==> src/rtl/pe_psum_drain.sv <==
// rtl/pe_psum_drain.sv - buffers PE psum vectors and serializes them into OLANES-wide output beats
// Optional clamp of negative lanes at push: define PSUM_DRAIN_RELU_EN.
module pe_psum_drain #(
  parameter int PEROW   = 16,
  parameter int PSUMDWD = 16,
  parameter int OLANES  = 4,
  parameter int DEPTH   = 4,
  parameter int CNTWD   = 16,
  localparam int BEATS  = PEROW / OLANES,
  localparam int BW     = (BEATS > 1) ? $clog2(BEATS) : 1,
  localparam int AW     = $clog2(DEPTH),
  localparam int CW     = AW + 1
) (
  input  logic               i_clk,
  input  logic               i_rst,
  input  logic               POUT_rdy,
  output logic               POUT_ack,
  input  logic [PSUMDWD-1:0] i_Psum [PEROW],
  output logic               OUT_rdy,
  input  logic               OUT_ack,
  output logic [PSUMDWD-1:0] o_data [OLANES],
  output logic [BW-1:0]      o_beat,
  output logic               o_last,
  output logic [CNTWD-1:0]   o_vec_cnt
);

  typedef enum logic {
    S_IDLE,
    S_STREAM
  } state_t;

  state_t             state_q, state_d;
  logic [AW-1:0]      wptr_q, wptr_d;
  logic [AW-1:0]      rptr_q, rptr_d;
  logic [CW-1:0]      count_q, count_d;
  logic [BW-1:0]      beat_q, beat_d;
  logic [CNTWD-1:0]   vec_cnt_q, vec_cnt_d;

  logic [PSUMDWD-1:0] mem [DEPTH][PEROW];
  logic [PSUMDWD-1:0] wr_vec [PEROW];

  logic full;
  logic push;
  logic beat_xfer;
  logic last_beat;
  logic pop;

  // Acceptance looks only at registered occupancy, so a pop cannot free a slot in the same cycle.
  assign full      = (count_q == CW'(DEPTH));
  assign POUT_ack  = !full && !i_rst;
  assign push      = POUT_rdy && POUT_ack;

  assign OUT_rdy   = (state_q == S_STREAM);
  assign last_beat = (beat_q == BW'(BEATS - 1));
  assign o_last    = OUT_rdy && last_beat;
  assign beat_xfer = OUT_rdy && OUT_ack;
  assign pop       = beat_xfer && last_beat;

  assign o_beat    = beat_q;
  assign o_vec_cnt = vec_cnt_q;

  always_comb begin
    for (int r = 0; r < PEROW; r++) begin
`ifdef PSUM_DRAIN_RELU_EN
      wr_vec[r] = i_Psum[r][PSUMDWD-1] ? '0 : i_Psum[r];
`else
      wr_vec[r] = i_Psum[r];
`endif
    end
  end

  always_comb begin
    state_d   = state_q;
    wptr_d    = wptr_q;
    rptr_d    = rptr_q;
    count_d   = count_q;
    beat_d    = beat_q;
    vec_cnt_d = vec_cnt_q;

    if (push) begin
      wptr_d = wptr_q + AW'(1);
    end

    if (beat_xfer) begin
      if (last_beat) begin
        beat_d    = '0;
        rptr_d    = rptr_q + AW'(1);
        vec_cnt_d = vec_cnt_q + CNTWD'(1);
      end else begin
        beat_d = beat_q + BW'(1);
      end
    end

    case ({push, pop})
      2'b10:   count_d = count_q + CW'(1);
      2'b01:   count_d = count_q - CW'(1);
      default: count_d = count_q;
    endcase

    case (state_q)
      S_IDLE: begin
        if (push) state_d = S_STREAM;
      end
      S_STREAM: begin
        if (pop && (count_d == '0)) state_d = S_IDLE;
      end
      default: state_d = S_IDLE;
    endcase
  end

  always_ff @(posedge i_clk) begin
    if (i_rst) begin
      state_q   <= S_IDLE;
      wptr_q    <= '0;
      rptr_q    <= '0;
      count_q   <= '0;
      beat_q    <= '0;
      vec_cnt_q <= '0;
    end else begin
      state_q   <= state_d;
      wptr_q    <= wptr_d;
      rptr_q    <= rptr_d;
      count_q   <= count_d;
      beat_q    <= beat_d;
      vec_cnt_q <= vec_cnt_d;
    end
  end

  // Storage is deliberately not reset; occupancy alone decides what is valid.
  always_ff @(posedge i_clk) begin
    if (push) begin
      for (int r = 0; r < PEROW; r++) begin
        mem[wptr_q][r] <= wr_vec[r];
      end
    end
  end

  always_comb begin
    for (int k = 0; k < OLANES; k++) begin
      o_data[k] = '0;
    end
    if (OUT_rdy) begin
      for (int b = 0; b < BEATS; b++) begin
        if (beat_q == BW'(b)) begin
          for (int k = 0; k < OLANES; k++) begin
            o_data[k] = mem[rptr_q][b*OLANES+k];
          end
        end
      end
    end
  end

endmodule

==> config.mk <==
export PLATFORM = sky130hd
export DESIGN_NAME = pe_psum_drain
export DESIGN_NICKNAME = d
export VERILOG_FILES = /design/src/rtl/pe_psum_drain.sv
export SDC_FILE = /design/constraint.sdc
export NUM_CORES = 1
export LEC_CHECK = 0
export ABC_CLOCK_PERIOD_IN_PS = 26600
export CAP_MARGIN = 20
export CORE_MARGIN = 1
export CORE_UTILIZATION = 23
export DETAILED_ROUTE_END_ITERATION = 10
export PLACE_DENSITY = 0.51
export SLEW_MARGIN = 15
export SYNTH_ARGS = -nofsm -noshare
export SYNTH_HDL_FRONTEND = slang
export SYNTH_SLANG_ARGS = --single-unit
==> constraint.sdc <==
create_clock -name i_clk -period 26.6 [get_ports i_clk]
set_clock_uncertainty 0.1 [all_clocks]
set_input_delay 5.32 -clock i_clk [delete_from_list [all_inputs] [get_ports i_clk]]
set_output_delay 5.32 -clock i_clk [all_outputs]
set_load 0.005 [all_outputs]
==> out/metrics.csv <==
metric,value,unit
multiInputGateArea,0.00868,mm2
drt_iter0_markers,1322,
h-tree-depth,3,
cp_data_arrival_time,6.67,ns
ys_warn_count,0,
grt_pass1_vias,21500,
drive_gt1_share,10.7,%
cts-buffers-inserted,118,
clk_latency,0.77,ns
setup_tns,0,ns
maxCapViolations,0,
ys_async_sr_fraction,0,%
grt_pass1_wl,156,mm
syn2layout_area_growth,24.9,%
path_class,input pin to output pin,
slew_violations,0,
period_needed,12.09,ns
first_pass_iters,5,
holdPathStages,2,
gr-total-overflow,0,
rsz0062_at_grt,no,
viasPerCell,4.23,
nets,2845,
drc_errors,0,
synth.top_cell.area_share,75.9,%
vdd.ir_drop.worst,0.0538,mV
worstHoldStart,o_vec_cnt[15],
synth_common_cells,"1024 x edfxtp_1, 387 x mux2i_1, 192 x o22ai_1",
finalSetupViolCount,0,
cts-root-buf,clkbuf_16,
finalCritPeriodShare,45.4,%
grt_use_total,12.1,%
ys_ff_latch,1052,
finalHoldViolations,0,
grt_max_degree,145,
regArea,0.0313,mm2
pin_count,345,
tritoncts,done,
r2r-start,count_q[0],
synth.area.top_cells,"edfxtp_1 76%, mux2i_1 9.6%, mux4_2 3.6%",
synth.distinct_cells,37,
fin_ws,14.51,ns
gp_congestion,0.721,
start_util,23.2,%
required,21.18,ns
post-cts-setup-buffer-count,0,
clk_path_buf_depth,3,
r2r-end,mem[0][175],
end_kind,output pin,
crit_end,POUT_ack,
post_drt_wl_per_cell,21.9,um
avgSynthCellArea,18.4,um2
ant_nets,0,
critPathLaunch,i_rst,
fillers,17100,
postCtsResizedCells,0,
hold_slack,0.382,ns
synth-edff-count,1024,
placedCellCount,4779,
clk_pin_slew,0.06,ns
p_leak,14.7,nW
core,0.174,mm2
total_power,3.67,mW
dp_hpwl,65.1,mm
worst_slew_pin_slew,1.22,ns
cts_sinks,1052,
rrSetupSlack,22.58,ns
pre_cts_slack,14.50,ns
powerDensity,72.6,mW/mm2
synth.yosys.seq_area_share,77.3,%
routed_wl,110,mm
reg2reg_depth,6,
hold_buffers,0,
layoutNonFillerInstCount,5007,
die_h,422,um
crit_fanout,29,
status,completed,
synthCells,2206,
io_buffers,344,
yosysMostFrequentCell,edfxtp_1,
startpoint_type,input pin,
syn_nets,2477,
synthFlopType,edfxtp_1,
syn_area,0.0405,mm2
die_w,422,um
die-area,0.178,mm2
synth_top_area_cell,edfxtp_1,
rows,153,
fmax,0.0827,GHz
worstHoldPathType,register to register,
max_slew_margin,18.4,%
vias,21200,
grt_antenna_before_repair,32,
## through the flow
step / cell area (um2) / util, %
6_report: 50600 / 29.0
5_1_grt: 50600 / 29.0
4_1_cts: 50600 / 29.0
3_5_place_dp: 46700 / 26.8
3_3_place_gp: 46700 / 26.8
2_1_floorplan: 40500 / -
## power breakdown
part           internal (mW)  leakage [nW]  switching (mW)
Clock                  0.925          1.84           0.678
Combinational         0.0830          3.34           0.113
Sequential              1.86          9.53          0.0113
## cells in the final DEF, fill, tap and decap left out, types with 12 or more instances in the layout
master              n
o22ai_1           192
nor2_1             85
clkbuf_1           29
o21ai_0            68
o21bai_1           64
clkinv_2           13
mux4_2             64
mux2i_1           387
clkdlybuf4s50_1   344
a21oi_1            75
buf_4              32
nand2_1            12
edfxtp_1         1024
clkinv_1           20
dfxtp_1            25
clkbuf_16         119
## flip-flops by register name (all words and copies together), names as in the netlist, named ones only
name       flops
mem         1024
o_vec_cnt     16
count_q        3
o_beat         2
rptr_q         2
wptr_q         2
OUT_rdy        1
## cell families after synthesis
kind of cell | after synthesis | synth area share [%]
buf+inv | 143 | 1.45
xor+xnor | 13 | 0.281
compound gates | 407 | 6.07
fa+ha+maj | 11 | 0.358
simple gates | 129 | 1.44
mux | 451 | 13.1
flops | 1052 | 77.3
## worst max-delay path: stages
cell and delay, ns:
clkdlybuf4s50_1 0.41, buf_4 0.23, a21oi_1 0.17, clkdlybuf4s50_1 0.53
## worst min path at each step
stage,slack (ns),end
floorplan,0.37,o_vec_cnt[15]
global placement,0.37,o_vec_cnt[15]
detailed placement,0.37,o_vec_cnt[15]
CTS,0.39,o_vec_cnt[15]
global route,0.41,o_vec_cnt[15]
finish,0.38,o_vec_cnt[15]
## layer usage
metal	GRT usage (%)	wire length, um	vias to the layer above
met3	2.60	4570	199
met1	14.8	46100	10900
met2	20.5	55400	428
met5	0	126	-
li1	-	-	9663
met4	4.85	3580	18
## cell type report
type	instances	share of cell area (%)
Sequential cell	1052	61.9
Multi-Input combinational cell	1011	17.2
Timing Repair Buffer	380	7.44
Clock buffer	148	6.10
Tap cell	2325	5.75
Clock inverter	70	1.53
Inverter	11	0.0816
Antenna cell	10	0.0495
Note: power is estimated with default switching activity, not from simulation.
